==> src/rtl/dec_ser_pkg.sv <==
// dec_ser_pkg
//   Shared types and constants for the decimation-channel serializer scheduler.
//   sched_state_t : scheduler FSM state encoding
//   GAP_CYC       : strobe-low cycles forced after every transfer
//   DATA_W_DEF    : default channel word width
package dec_ser_pkg;

  typedef enum logic [1:0] {
    IDLE,
    WAIT_BUSY,
    WAIT_DONE,
    GAP
  } sched_state_t;

  localparam int GAP_CYC    = 4;
  localparam int DATA_W_DEF = 22;

endpackage

==> src/rtl/dec_rr_picker.sv <==
// dec_rr_picker
//   Round-robin first-set search: returns the first asserted request at or
//   after ptr, wrapping past N_CH-1 back to 0.
//   Ports:
//     req     [N_CH-1:0]  request vector
//     ptr     [IDX_W-1:0] search start index
//     grant   [IDX_W-1:0] index of the first set request (0 when none)
//     req_any             at least one request is set
module dec_rr_picker
  import dec_ser_pkg::*;
#(
  parameter int N_CH = 4
) (
  input  logic [N_CH-1:0]         req,
  input  logic [$clog2(N_CH)-1:0] ptr,
  output logic [$clog2(N_CH)-1:0] grant,
  output logic                    req_any
);

  localparam int IDX_W = $clog2(N_CH);

  logic [IDX_W:0] pos;
  logic           found;

  // pos carries one extra bit so ptr + k can be wrapped for any N_CH,
  // not only powers of two.
  always_comb begin
    grant = '0;
    found = 1'b0;
    pos   = '0;
    for (int k = 0; k < N_CH; k++) begin
      pos = {1'b0, ptr} + (IDX_W + 1)'(k);
      if (pos >= (IDX_W + 1)'(N_CH)) begin
        pos = pos - (IDX_W + 1)'(N_CH);
      end
      if (!found && req[pos[IDX_W-1:0]]) begin
        found = 1'b1;
        grant = pos[IDX_W-1:0];
      end
    end
  end

  assign req_any = |req;

endmodule

==> src/rtl/dec_ser_scheduler.sv <==
// dec_ser_scheduler
//   Shares one serializer among N_CH decimation channels. Each channel word is
//   latched in a hold register, granted round-robin, and handed over with a
//   level strobe / busy handshake. A fixed strobe-low gap follows every
//   transfer so a 3-stage synchronizer on the far side always sees an edge.
//   Ports:
//     clk, rst      clock, asynchronous active-high reset
//     ch_valid      per-channel one-cycle word-ready pulse
//     ch_data       channel i word in [i*DATA_W +: DATA_W]
//     ser_busy      serializer busy flag
//     ser_strobe    level strobe to serializer
//     ser_data      word presented to serializer (stable grant to grant)
//     ser_ch        channel index of ser_data
//     overrun       sticky per-channel "word overwritten before grant"
//     err_timeout   sticky "serializer never went busy"
//     clr_err       synchronous clear of overrun/err_timeout (a same-cycle set wins)
//   Build option DEC_SER_SCHED_OVR_CNT_EN adds ovr_cnt [N_CH*8]: one 8-bit
//   saturating overrun counter per channel, cleared by clr_err and rst.
//
//   state     | meaning
//   ----------+--------------------------------------------------------------
//   IDLE      | no transfer; grants first pending channel from rr_ptr
//   WAIT_BUSY | strobe high, waiting for ser_busy (bounded by TIMEOUT)
//   WAIT_DONE | serializer busy, waiting for it to finish
//   GAP       | strobe held low for GAP_CYC cycles before next grant
module dec_ser_scheduler
  import dec_ser_pkg::*;
#(
  parameter int N_CH    = 4,
  parameter int DATA_W  = DATA_W_DEF,
  parameter int TIMEOUT = 16
) (
  input  logic                     clk,
  input  logic                     rst,
  input  logic [N_CH-1:0]          ch_valid,
  input  logic [N_CH*DATA_W-1:0]   ch_data,
  input  logic                     ser_busy,
  output logic                     ser_strobe,
  output logic [DATA_W-1:0]        ser_data,
  output logic [$clog2(N_CH)-1:0]  ser_ch,
  output logic [N_CH-1:0]          overrun,
  output logic                     err_timeout,
  input  logic                     clr_err
`ifdef DEC_SER_SCHED_OVR_CNT_EN
  ,
  output logic [N_CH*8-1:0]        ovr_cnt
`endif
);

  localparam int IDX_W = $clog2(N_CH);
  localparam int TMO_W = (TIMEOUT > 1) ? $clog2(TIMEOUT) : 1;
  localparam int GAP_W = (GAP_CYC > 1) ? $clog2(GAP_CYC) : 1;

  sched_state_t      state;
  logic [DATA_W-1:0] hold [N_CH];
  logic [N_CH-1:0]   pend;
  logic [IDX_W-1:0]  rr_ptr;
  logic [IDX_W-1:0]  gidx;
  logic              req_any;
  logic              grant_now;
  logic [N_CH-1:0]   grant_vec;
  logic [N_CH-1:0]   ovr_evt;
  logic [TMO_W-1:0]  tmo_cnt;
  logic [GAP_W-1:0]  gap_cnt;

  dec_rr_picker #(.N_CH(N_CH)) u_picker (
    .req     (pend),
    .ptr     (rr_ptr),
    .grant   (gidx),
    .req_any (req_any)
  );

  assign grant_now = (state == IDLE) && req_any;

  always_comb begin
    grant_vec = '0;
    if (grant_now) begin
      grant_vec[gidx] = 1'b1;
    end
  end

  // A new word landing in the very cycle its channel is granted is not an
  // overrun: the granted word is read out of hold on this edge.
  assign ovr_evt = ch_valid & pend & ~grant_vec;

  always_ff @(posedge clk or posedge rst) begin
    if (rst) begin
      pend    <= '0;
      overrun <= '0;
      for (int i = 0; i < N_CH; i++) begin
        hold[i] <= '0;
      end
    end else begin
      for (int i = 0; i < N_CH; i++) begin
        if (ch_valid[i]) begin
          hold[i] <= ch_data[i*DATA_W +: DATA_W];
          pend[i] <= 1'b1;
        end else if (grant_vec[i]) begin
          pend[i] <= 1'b0;
        end
      end
      overrun <= (clr_err ? '0 : overrun) | ovr_evt;
    end
  end

  always_ff @(posedge clk or posedge rst) begin
    if (rst) begin
      state       <= IDLE;
      ser_strobe  <= 1'b0;
      ser_data    <= '0;
      ser_ch      <= '0;
      rr_ptr      <= '0;
      tmo_cnt     <= '0;
      gap_cnt     <= '0;
      err_timeout <= 1'b0;
    end else begin
      // Cleared first so a timeout on this same edge overrides the clear.
      if (clr_err) begin
        err_timeout <= 1'b0;
      end
      case (state)
        IDLE: begin
          if (req_any) begin
            ser_data   <= hold[gidx];
            ser_ch     <= gidx;
            ser_strobe <= 1'b1;
            rr_ptr     <= (gidx == IDX_W'(N_CH - 1)) ? '0 : gidx + 1'b1;
            tmo_cnt    <= TMO_W'(TIMEOUT - 1);
            state      <= WAIT_BUSY;
          end
        end
        WAIT_BUSY: begin
          if (ser_busy) begin
            ser_strobe <= 1'b0;
            state      <= WAIT_DONE;
          end else if (tmo_cnt == '0) begin
            ser_strobe  <= 1'b0;
            err_timeout <= 1'b1;
            gap_cnt     <= GAP_W'(GAP_CYC - 1);
            state       <= GAP;
          end else begin
            tmo_cnt <= tmo_cnt - 1'b1;
          end
        end
        WAIT_DONE: begin
          if (!ser_busy) begin
            gap_cnt <= GAP_W'(GAP_CYC - 1);
            state   <= GAP;
          end
        end
        GAP: begin
          if (gap_cnt == '0) begin
            state <= IDLE;
          end else begin
            gap_cnt <= gap_cnt - 1'b1;
          end
        end
        default: begin
          ser_strobe <= 1'b0;
          state      <= IDLE;
        end
      endcase
    end
  end

`ifdef DEC_SER_SCHED_OVR_CNT_EN
  always_ff @(posedge clk or posedge rst) begin
    if (rst) begin
      ovr_cnt <= '0;
    end else begin
      for (int i = 0; i < N_CH; i++) begin
        if (clr_err) begin
          ovr_cnt[i*8 +: 8] <= ovr_evt[i] ? 8'd1 : 8'd0;
        end else if (ovr_evt[i] && (ovr_cnt[i*8 +: 8] != 8'hFF)) begin
          ovr_cnt[i*8 +: 8] <= ovr_cnt[i*8 +: 8] + 8'd1;
        end
      end
    end
  end
`endif

endmodule

==> config.mk <==
export PLATFORM = sky130hd
export DESIGN_NAME = dec_ser_scheduler
export DESIGN_NICKNAME = d
export VERILOG_FILES = /design/src/rtl/dec_ser_pkg.sv /design/src/rtl/dec_rr_picker.sv /design/src/rtl/dec_ser_scheduler.sv
export SDC_FILE = /design/constraint.sdc
export NUM_CORES = 1
export LEC_CHECK = 0
export ABC_AREA = 1
export BUFFER_PORTS_ARGS = -buffer_cell sky130_fd_sc_hd__buf_2
export CORE_MARGIN = 3
export CORE_UTILIZATION = 33
export DETAILED_ROUTE_END_ITERATION = 7
export PLACE_DENSITY_LB_ADDON = 0.12
export SLEW_MARGIN = 20
export SYNTH_ARGS = -nofsm -noshare
export SYNTH_HDL_FRONTEND = slang
export SYNTH_SLANG_ARGS = --single-unit
==> constraint.sdc <==
create_clock -name clk -period 8.35 [get_ports clk]
set_input_delay 0.4175 -clock clk [delete_from_list [all_inputs] [get_ports clk]]
set_output_delay 0.4175 -clock clk [all_outputs]
set_load 0.05 [all_outputs]
==> run_results.csv <==
group,metric,value,unit
layout,drive_gt1_frac,0.183,
placed_design,placed_cells,1175,
cts,cts_hold_buf,0,
route,avgRoutedWirePerCell,14.8,um
critical_path,path_class,"reg2reg",
layout,utilization,0.413,
logic_synthesis,synth_area_leaders,"dfrtp_1, nand2_1, nand3_1, o21ai_0, inv_1",
pwr,vdd_drop_max,202,uV
route,antenna_left,0,
critical_path,cp.required,8.69,ns
route,wirelength,17900,um
logic_synthesis,syn-cell-area,6360,um^2
placed_design,port_buffers,125,
timing,max_freq,0.353,GHz
critical_path,cp_max_fo,33,
placed_design,place_hpwl,12600,um
logic_synthesis,synth-seq-area-share,0.519,
layout,fin_cells,1207,
cts,cts.clk_slew.worst_paths,0.06,ns
pwr,power,3240,uW
run_status,outcome,"completed",
pwr,leakagePower,0.00428,uW
cts,cts_tree,"yes",
floorplan,ioPinCount,126,
cts,numCtsBuffers,17,
floorplan,die_h,145,um
logic_synthesis,synth_top_area_frac,0.519,
floorplan,start_util,0.338,
timing,skew,0.00820,ns
cts,htree_num_levels,4,
logic_synthesis,synth_edf_count,0,
logic_synthesis,ys_warn_count,0,
timing,finalSetupTns,0,ns
critical_path,critical_path.startpoint_type,"flip-flop",
logic_synthesis,synth_top_area_cell,"dfrtp_1",
floorplan,core-area,18800,um^2
logic_synthesis,ys_ff_latch,132,
cts,root_buffer,"clkbuf_16",
timing,drv_slew,0,
logic_synthesis,synth_commonest_cells,"nand2_1, dfrtp_1, nand3_1",
timing,hold_viol_final,0,
logic_synthesis,postSynthAreaPerCell,7.67,um^2
logic_synthesis,postSynthNetCount,934,
route,drtIter0Drc,356,
route,vias,5488,
cts,cts.path.max_buffers,2,
hold_path,hold_class,"in2async",
timing,setup_viol,0,
logic_synthesis,yosysMostFrequentCell,"nand2_1",
placed_design,gp_routability_congestion,0.800,
layout,nets,1039,
cts,cts_sinks,132,
timing,max_slew.worst_pin.slew,0.996,ns
layout,diodes,0,
timing,slew_headroom,0.336,
cts,cts_resized,0,
logic_synthesis,synth_ff_type,"dfrtp_1",
timing,period_share,0.339,
run,drv_cap,0,
global_routing,track_usage,0.177,
logic_synthesis,ys_types,31,
timing,period_needed,2.83,ns
global_routing,grt-ovfl-total,0,
pwr,power_density,416,nW/um^2
global_routing,grt_pass1_wl,28500,um
route,drt_pass1_iterations,5,
floorplan,core.rowCount,50,
global_routing,grt_max_degree,68,
global_routing,grt_pass1_vias,5318,
timing,rsz0062_at_grt,"false",
route,routed_via_density,4.55,
cts,cts_setup_buffers,0,
floorplan,dieArea,21000,um^2
cts,clk_latency,0.43,ns
layout,fillers,2013,
logic_synthesis,netlist_instances,829,
global_routing,antenna_found_initial,0,
floorplan,die_w,145,um
critical_path,end_kind,"flip-flop",
layout,synthToLayoutAreaGrowth,22.4,%
critical_path,critical_path_arrival,3.18,ns
logic_synthesis,async_flop_share,1.00,
route,drcViolationCount,0,
report_power, final:
part | leakage, uW | internal, uW | switching (uW)
combinational | 0.00237 | 405 | 1150
clock | 0.000321 | 552 | 277
sequential | 0.00159 | 771 | 85.5
total | 0.00428 | 1730 | 1510
critical path, stage by stage, from the launching register on:
cell and delay [ns]:
dfrtp_1 0.59, inv_4 0.11, nand2_1 0.09, nand2_1 0.08, nand2_1 0.09, nand2_2 0.13, o211ai_4 0.39, buf_4 0.43
nand2_4 0.25, ha_1 0.29, nand2_1 0.06, nand2_1 0.06, o21ai_0 0.15
registers in the layout, indices dropped and copies added, names as in the netlist:
name / cells
err_timeout: 1
hold: 88
gap_cnt: 2
tmo_cnt: 4
overrun: 4
rr_ptr: 2
state: 2
pend: 4
ser_data: 22
ser_strobe: 1
ser_ch: 2
layout make-up:
class	instances	area, um^2	share of cell area
timing repair buffer	128	648	0.0833
clock buffer	23	478	0.0614
sequential	132	3300	0.424
clock inverter	9	174	0.0223
multi-input combinational	584	2580	0.332
tap	260	325	0.0418
inverter	71	272	0.0349
final timing paths:
| kind | start | to | slack, ns | depth (start not counted) |
|---|---|---|---|---|
| setup / recovery | rr_ptr[0] | overrun[2] | 5.52 | 12 |
| hold / removal | rst | hold[12] | 0.17 | 2 |
| setup reg to reg | rr_ptr[0] | overrun[2] | 5.52 | 12 |
| hold reg to reg | hold[86] | hold[86] | 0.47 | 2 |
| max in group asynchronous | rst | rr_ptr[0] | 6.80 | 3 |
| min in group clk | ch_data[5] | hold[71] | 0.19 | 3 |
layer usage:
layer | global-route usage | up-vias | routed length, um
li1 | - | 2805 | -
met1 | 0.261 | 2529 | 8870
met2 | 0.261 | 139 | 7870
met3 | 0.0453 | 15 | 961
met4 | 0.0442 | 0 | 174
met5 | 0 | - | 0
cells in the final DEF (no fill, tap or decap), types with 4 or more instances in the layout:
master	synthesis	routed
nand3_1	98	98
a21oi_1	5	5
nand2_1	381	381
dfrtp_1	132	132
nand2_2	4	4
inv_1	66	65
ha_1	9	9
bufinv_16	0	5
buf_2	13	125
clkbuf_16	0	17
nor2_1	7	6
o21ai_0	62	62
kinds of logic after synthesis:
family	count (synthesis)	share of synthesized area
and+or+nand+nor	500	0.324
DFF	132	0.519
buffers and inverters	113	0.0755
AOI/OAI and AO/OA	75	0.0633
adders and majority gates	9	0.0177
through the flow:
stage          hold WS, ns  setup slack (ns)  instance area (um^2)
6_report             0.172              5.52                  7780
5_1_grt              0.176              5.23                  7780
4_1_cts              0.171              5.54                  7780
3_5_place_dp         0.462              5.53                  7130
3_3_place_gp         0.458              5.58                  7130
2_1_floorplan        0.443              4.41                  6360
No activity file was read; power rests on OpenSTA's default activity.
